--- src/rtl/piso_shift_ctrl.sv ---
// Parallel-in serial-out sequencer: accepts a word over valid/ready, shifts it out one bit per clock.
// Latency: first bit 1 cycle after accept, done pulse WIDTH+1 cycles after; in_ready held low while busy.
module piso_shift_ctrl #(
    parameter int WIDTH = 4
) (
    input  logic             clk,
    input  logic             rst,
    input  logic [WIDTH-1:0] ins,
    input  logic             in_valid,
    output logic             in_ready,
    input  logic             msb_first,
    output logic             sout,
    output logic             sout_valid,
    output logic             busy,
    output logic             done,
    output logic [WIDTH-1:0] outs
);

    localparam int CNT_W = (WIDTH > 1) ? $clog2(WIDTH) : 1;

    typedef enum logic [1:0] {
        IDLE  = 2'd0,
        SHIFT = 2'd1,
        DONE  = 2'd2
    } state_t;

    state_t           state_q;
    logic [WIDTH-1:0] sreg_q;
    logic [WIDTH-1:0] sreg_d;
    logic [CNT_W-1:0] cnt_q;
    logic [CNT_W-1:0] cnt_d;
    logic             dir_q;
    logic             sout_valid_q;
    logic             busy_q;
    logic             done_q;
    logic             accept;

    // Shift toward the output end so the next bit always sits at the same position.
    always_comb begin
        sreg_d = dir_q ? (sreg_q << 1) : (sreg_q >> 1);
        cnt_d  = cnt_q + CNT_W'(1);
    end

    assign in_ready   = (state_q == IDLE) && !rst;
    assign accept     = in_valid && in_ready;
    assign sout_valid = sout_valid_q;
    assign busy       = busy_q;
    assign done       = done_q;
    assign outs       = sreg_q;
    assign sout       = sout_valid_q && (dir_q ? sreg_q[WIDTH-1] : sreg_q[0]);

    always_ff @(posedge clk) begin
        if (rst) begin
            state_q      <= IDLE;
            sreg_q       <= '0;
            cnt_q        <= '0;
            dir_q        <= 1'b0;
            sout_valid_q <= 1'b0;
            busy_q       <= 1'b0;
            done_q       <= 1'b0;
        end else begin
            case (state_q)
                IDLE: begin
                    done_q <= 1'b0;
                    if (accept) begin
                        state_q      <= SHIFT;
                        sreg_q       <= ins;
                        dir_q        <= msb_first;
                        cnt_q        <= '0;
                        sout_valid_q <= 1'b1;
                        busy_q       <= 1'b1;
                    end
                end
                SHIFT: begin
                    sreg_q <= sreg_d;
                    cnt_q  <= cnt_d;
                    if (cnt_q == CNT_W'(WIDTH - 1)) begin
                        state_q      <= DONE;
                        sout_valid_q <= 1'b0;
                        done_q       <= 1'b1;
                    end
                end
                DONE: begin
                    state_q <= IDLE;
                    busy_q  <= 1'b0;
                    done_q  <= 1'b0;
                end
                default: begin
                    state_q      <= IDLE;
                    sout_valid_q <= 1'b0;
                    busy_q       <= 1'b0;
                    done_q       <= 1'b0;
                end
            endcase
        end
    end

endmodule

--- config.mk ---
export PLATFORM = sky130hd
export DESIGN_NAME = piso_shift_ctrl
export DESIGN_NICKNAME = d
export VERILOG_FILES = /design/src/rtl/piso_shift_ctrl.sv
export SDC_FILE = /design/constraint.sdc
export NUM_CORES = 1
export LEC_CHECK = 0
export CAP_MARGIN = 0
export CORE_UTILIZATION = 40
export CTS_CLUSTER_DIAMETER = 30
export DETAILED_ROUTE_END_ITERATION = 10
export HOLD_SLACK_MARGIN = 0.02
export PLACE_DENSITY = 0.76
export RECOVER_POWER = 25
export SYNTH_ARGS = -nofsm -noshare
export SYNTH_HDL_FRONTEND = slang
export SYNTH_SLANG_ARGS = --single-unit
--- constraint.sdc ---
create_clock -name clk -period 1.4 [get_ports clk]
set_input_delay 0.28 -clock clk [delete_from_list [all_inputs] [get_ports clk]]
set_output_delay 0.28 -clock clk [all_outputs]
set_load 0.005 [all_outputs]
[After elaboration in Yosys (flattened, before gate mapping)]
Index checks and enable logic that the tools add are counted.
Word-level totals
  bits in registers: 12
  bits of input ports: 8
  logic and storage cells: 40
Cells by class
  add/subtract/negate cells: 1
  equal/unequal tests: 5
  mux-type cells: 13
  bitwise operators: 2
  reductions and logical operators: 12
Operators by type and width (number)
  4-bit 2-to-1 mux: 2
  2-bit one-hot mux with 2 select lines: 2
  4-bit one-hot mux with 2 select lines: 1
  2-bit AND reduction: 4
  2-bit 2-to-1 mux: 3
  2-bit == test, second input constant: 2
  2-bit inequality test, second input constant: 2
  1-bit logical AND: 3
  1-bit 2-to-1 mux: 3
  1-bit one-hot mux with 3 select lines: 1
  3-bit AND reduction: 1
  2-bit by 1-bit adder with 2-bit output, second input constant: 1
  2-bit by 1-bit == test with 1-bit output, second input constant: 1
  2-bit logical NOT: 1
  1-bit inverter: 2
  1-bit one-hot mux with 2 select lines: 1
  2-bit nonzero test: 1
  2-bit OR reduction: 1
  1-bit logical NOT: 1

[Longest topological paths before layout]
  word-level depth: 5
  depth in mapped cells: 4

[Least setup slack after synthesis]
No wires, ideal clock.
  path type: register to register
  start point: reg dir_q
  end point: reg sreg_q[1], in the netlist outs[1]
  data arrival time: 0.898 ns
  slack: 0.385 ns
  cell stages (with the launch flop): 5
  cell sequence: dfxtp_1 -> buf_2 -> mux2i_1 -> nand2_1 -> a32o_1
Between the ends
  word-level cells in the longest chain between the ends: 2
Ends and longest elaborated chain
  from (decl): RTL line 32  | logic dir_q;
  from (signal assigned): RTL line 68  | dir_q <= msb_first;
  4-bit 2-to-1 mux: RTL line 40  | sreg_d = dir_q ? (sreg_q << 1) : (sreg_q >> 1);
  4-bit one-hot mux with 2 select lines: RTL line 62  | case (state_q)
  to (signal assigned): RTL line 67  | sreg_q <= ins;
  to (signal assigned): RTL line 75  | sreg_q <= sreg_d;
  to (decl): RTL line 28  | logic [WIDTH-1:0] sreg_q;
No other way between the ends.
A chain may end at the register's enable or synchronous reset.

[Worst setup path after layout]
  start point: in rst
  end point: out in_ready
Between the ends
  word-level cells in the longest chain between the ends: 2
Ends and longest elaborated chain
  from (decl): RTL line 7  | input logic rst,
  1-bit logical NOT: RTL line 44  | assign in_ready = (state_q == IDLE) && !rst;
  1-bit logical AND: RTL line 44
  to (decl): RTL line 10  | output logic in_ready,
No other way between the ends.

==> impl_metrics.env <==
export IMPL_insertion_delay_ps=280
export IMPL_start_kind="input pin"
export IMPL_die_w_um=40.3
export IMPL_crit_path_end_kind="output pin"
export IMPL_worst_slew_pin_slew_ps=252
export IMPL_finalSetupViolations=0
export IMPL_power_density_nw_per_um2=945
export IMPL_timing_rr_start="state_q[1]"
export IMPL_grt_pass1_wl_mm=1.82
export IMPL_gr_total_overflow=0
export IMPL_synth_distinct_cells=27
export IMPL_fin_crit_sh=0.971
export IMPL_r2r_end="outs[1]"
export IMPL_wl_per_cell_um=11.7
export IMPL_die_y_um=40.3
export IMPL_status="finished clean"
export IMPL_irDropWorstVdd_mv=0.631
export IMPL_reg2reg_slack_ps=210
export IMPL_fmax_mhz=735
export IMPL_htreeDepth=1
export IMPL_cts_buffer_depth=2
export IMPL_insertedDiodeCount=0
export IMPL_ant_nets=0
export IMPL_drc=0
export IMPL_antenna_found_initial=0
export IMPL_area_delta_synth_final_pct=48.9
export IMPL_layout_nets=99
export IMPL_path_max_fanout=2
export IMPL_crit_start="rst"
export IMPL_p_comb_frac=0.200
export IMPL_clock_root_buffer="clkbuf_4"
export IMPL_leakage_nw=0.436
export IMPL_synth_seq_cells=12
export IMPL_p_seq_frac=0.458
export IMPL_grt_pass1_vias=454
export IMPL_cp_required_ps=1120
export IMPL_grt_usage=0.176
export IMPL_endpoint="in_ready"
export IMPL_syn_area_sq_um=586
export IMPL_numPortBuffers=16
export IMPL_vias_per_cell=5.13
export IMPL_layout_commonest_cell="buf_4"
export IMPL_cts_tree="done"
export IMPL_rsz0062_at_grt="false"
export IMPL_cts_sinks=12
export IMPL_ys_warn_count=0
export IMPL_drive_above_1_share=0.326
export IMPL_firstDrtPassIters=2
export IMPL_cts_buffers=3
export IMPL_gp_congestion=0.671
export IMPL_drv_slew=0
export IMPL_power_switching_share=0.244
export IMPL_start_util=0.439
export IMPL_dp_final_hpwl_um=880
export IMPL_hold_viol=0
export IMPL_wl_mm=1.22
export IMPL_routed_via_count=533
export IMPL_clk_pin_slew_ps=70
export IMPL_cap_violations=0
export IMPL_seq_area_frac_synth=0.410
export IMPL_hold_class="reg2reg"
export IMPL_mostFrequentLayoutCells="buf_4 (11), nor2_1 (7), dfxtp_1 (7)"
export IMPL_period_needed_ps=1360
export IMPL_fin_cells=104
export IMPL_fp_row_count=13
export IMPL_synth_avg_cell_area_sq_um=9.44
export IMPL_power_uw=824
export IMPL_critPathKind="in2out"
export IMPL_dp_cells=95
export IMPL_synth_nets=71
export IMPL_grt_max_degree=12
export IMPL_cts_hold_buffers=0
export IMPL_switchingPower_uw=201
export IMPL_skew_ps=5.21
export IMPL_arrival_ps=1080
export IMPL_core_area_sq_um=1330
export IMPL_dieArea_sq_um=1620
export IMPL_netlist_instances=62
export IMPL_max_slew_margin=0.831
export IMPL_drt_iter0_markers=4
export IMPL_p_int_uw=623
export IMPL_r2r_cells=4
export IMPL_io_pin_count=17
export IMPL_clkPwrFrac=0.343
-- sequential cells by signal (all words and copies together), names as in the netlist --
signal / flops
busy: 1
sout_valid: 1
outs: 4
dir_q: 1
done: 1
cnt_q: 2
state_q: 2
-- layout make-up --
class / count / area (sq um)
multi-input cells: 43 / 312
clock buffers: 4 / 36.3
well taps: 15 / 18.8
flip-flops and latches: 12 / 246
inverters: 3 / 11.3
fillers: 114 / 462
repair buffers: 27 / 248
-- worst max-delay path: stages --
cell	delay [ps]
clkdlybuf4s50_1	450
nor3_2	130
clkdlybuf4s15_1	220
-- kinds of logic (layout without fill, tap and decap cells) --
kind of cell / count (synthesis) / after routing / share of synthesized area
fa+ha+maj: 1 / 1 / 0.0214
flops: 12 / 12 / 0.410
compound gates: 13 / 13 / 0.167
mux: 6 / 6 / 0.103
simple gates: 23 / 23 / 0.233
buf+inv: 7 / 34 / 0.0662
-- routing by layer --
layer,routed length [um],GRT usage
met3,82,0.0556
met4,24,0.125
met5,0,0
met2,593,0.286
met1,521,0.191
-- metrics by stage --
| step | TNS, ps | utilization | hold slack (ps) | worst slack (ps) | area [sq um] |
|---|---|---|---|---|---|
| after floorplan | 0 | - | 427 | 385 | 586 |
| after global placement | -517 | 0.586 | 494 | -287 | 782 |
| after detailed placement | -507 | 0.586 | 512 | -276 | 782 |
| after CTS | 0 | 0.644 | 529 | 5.72 | 858 |
| after global routing | 0 | 0.654 | 559 | 8.74 | 872 |
| final | 0 | 0.654 | 525 | 39.9 | 872 |
-- power groups by stage --
stage	Clock, mW	Combinational, mW	Sequential [mW]
final	0.282	0.165	0.377
after global routing	0.307	0.181	0.380
after CTS	0.292	0.167	0.378
after detailed placement	0	0.153	0.387
after global placement	0	0.152	0.386
after floorplan	0	0.0773	0.385
-- what timing repair did --
action	in CTS	in global routing
setup buffers	4	1
hold endpoints to repair	0	0
setup endpoints to repair	8	7
resized for setup	13	8
-- cell usage after synthesis --
cell type  count  area share
nand3b_1       1       0.013
or2_0          2       0.021
buf_2          1      0.0085
nor3b_4        1       0.032
dfxtp_1       12        0.41
clkbuf_1       1      0.0064
nor2b_1        3       0.032
a22oi_1        1       0.013
a32o_1         2       0.034
mux2i_1        6        0.10
o21ba_2        1       0.017
o221a_2        2       0.038
inv_2          1      0.0064
buf_6          1       0.019
o21ai_0        4       0.034
nor4_1         1       0.011
nor2_1         7       0.045
nor3_1         3       0.026
nor2b_2        1       0.015
nand3_1        1      0.0085
ha_1           1       0.021
clkbuf_4       1       0.013
a21oi_1        2       0.017
inv_1          2       0.013
o21bai_1       1       0.013
nand2_1        2       0.013
nor3_2         1       0.017
-- how the worst min path moves through the flow --
| stage | startpoint | to | depth (start not counted) |
|---|---|---|---|
| 5_1_grt | cnt_q[1] | cnt_q[1] | 2 |
| 2_1_floorplan | msb_first | dir_q | 2 |
| 3_5_place_dp | sout_valid | sout_valid | 2 |
| 3_3_place_gp | cnt_q[1] | cnt_q[1] | 2 |
| 4_1_cts | busy | busy | 2 |
| 6_report | cnt_q[1] | cnt_q[1] | 2 |
(Power assumes the default switching activity.)
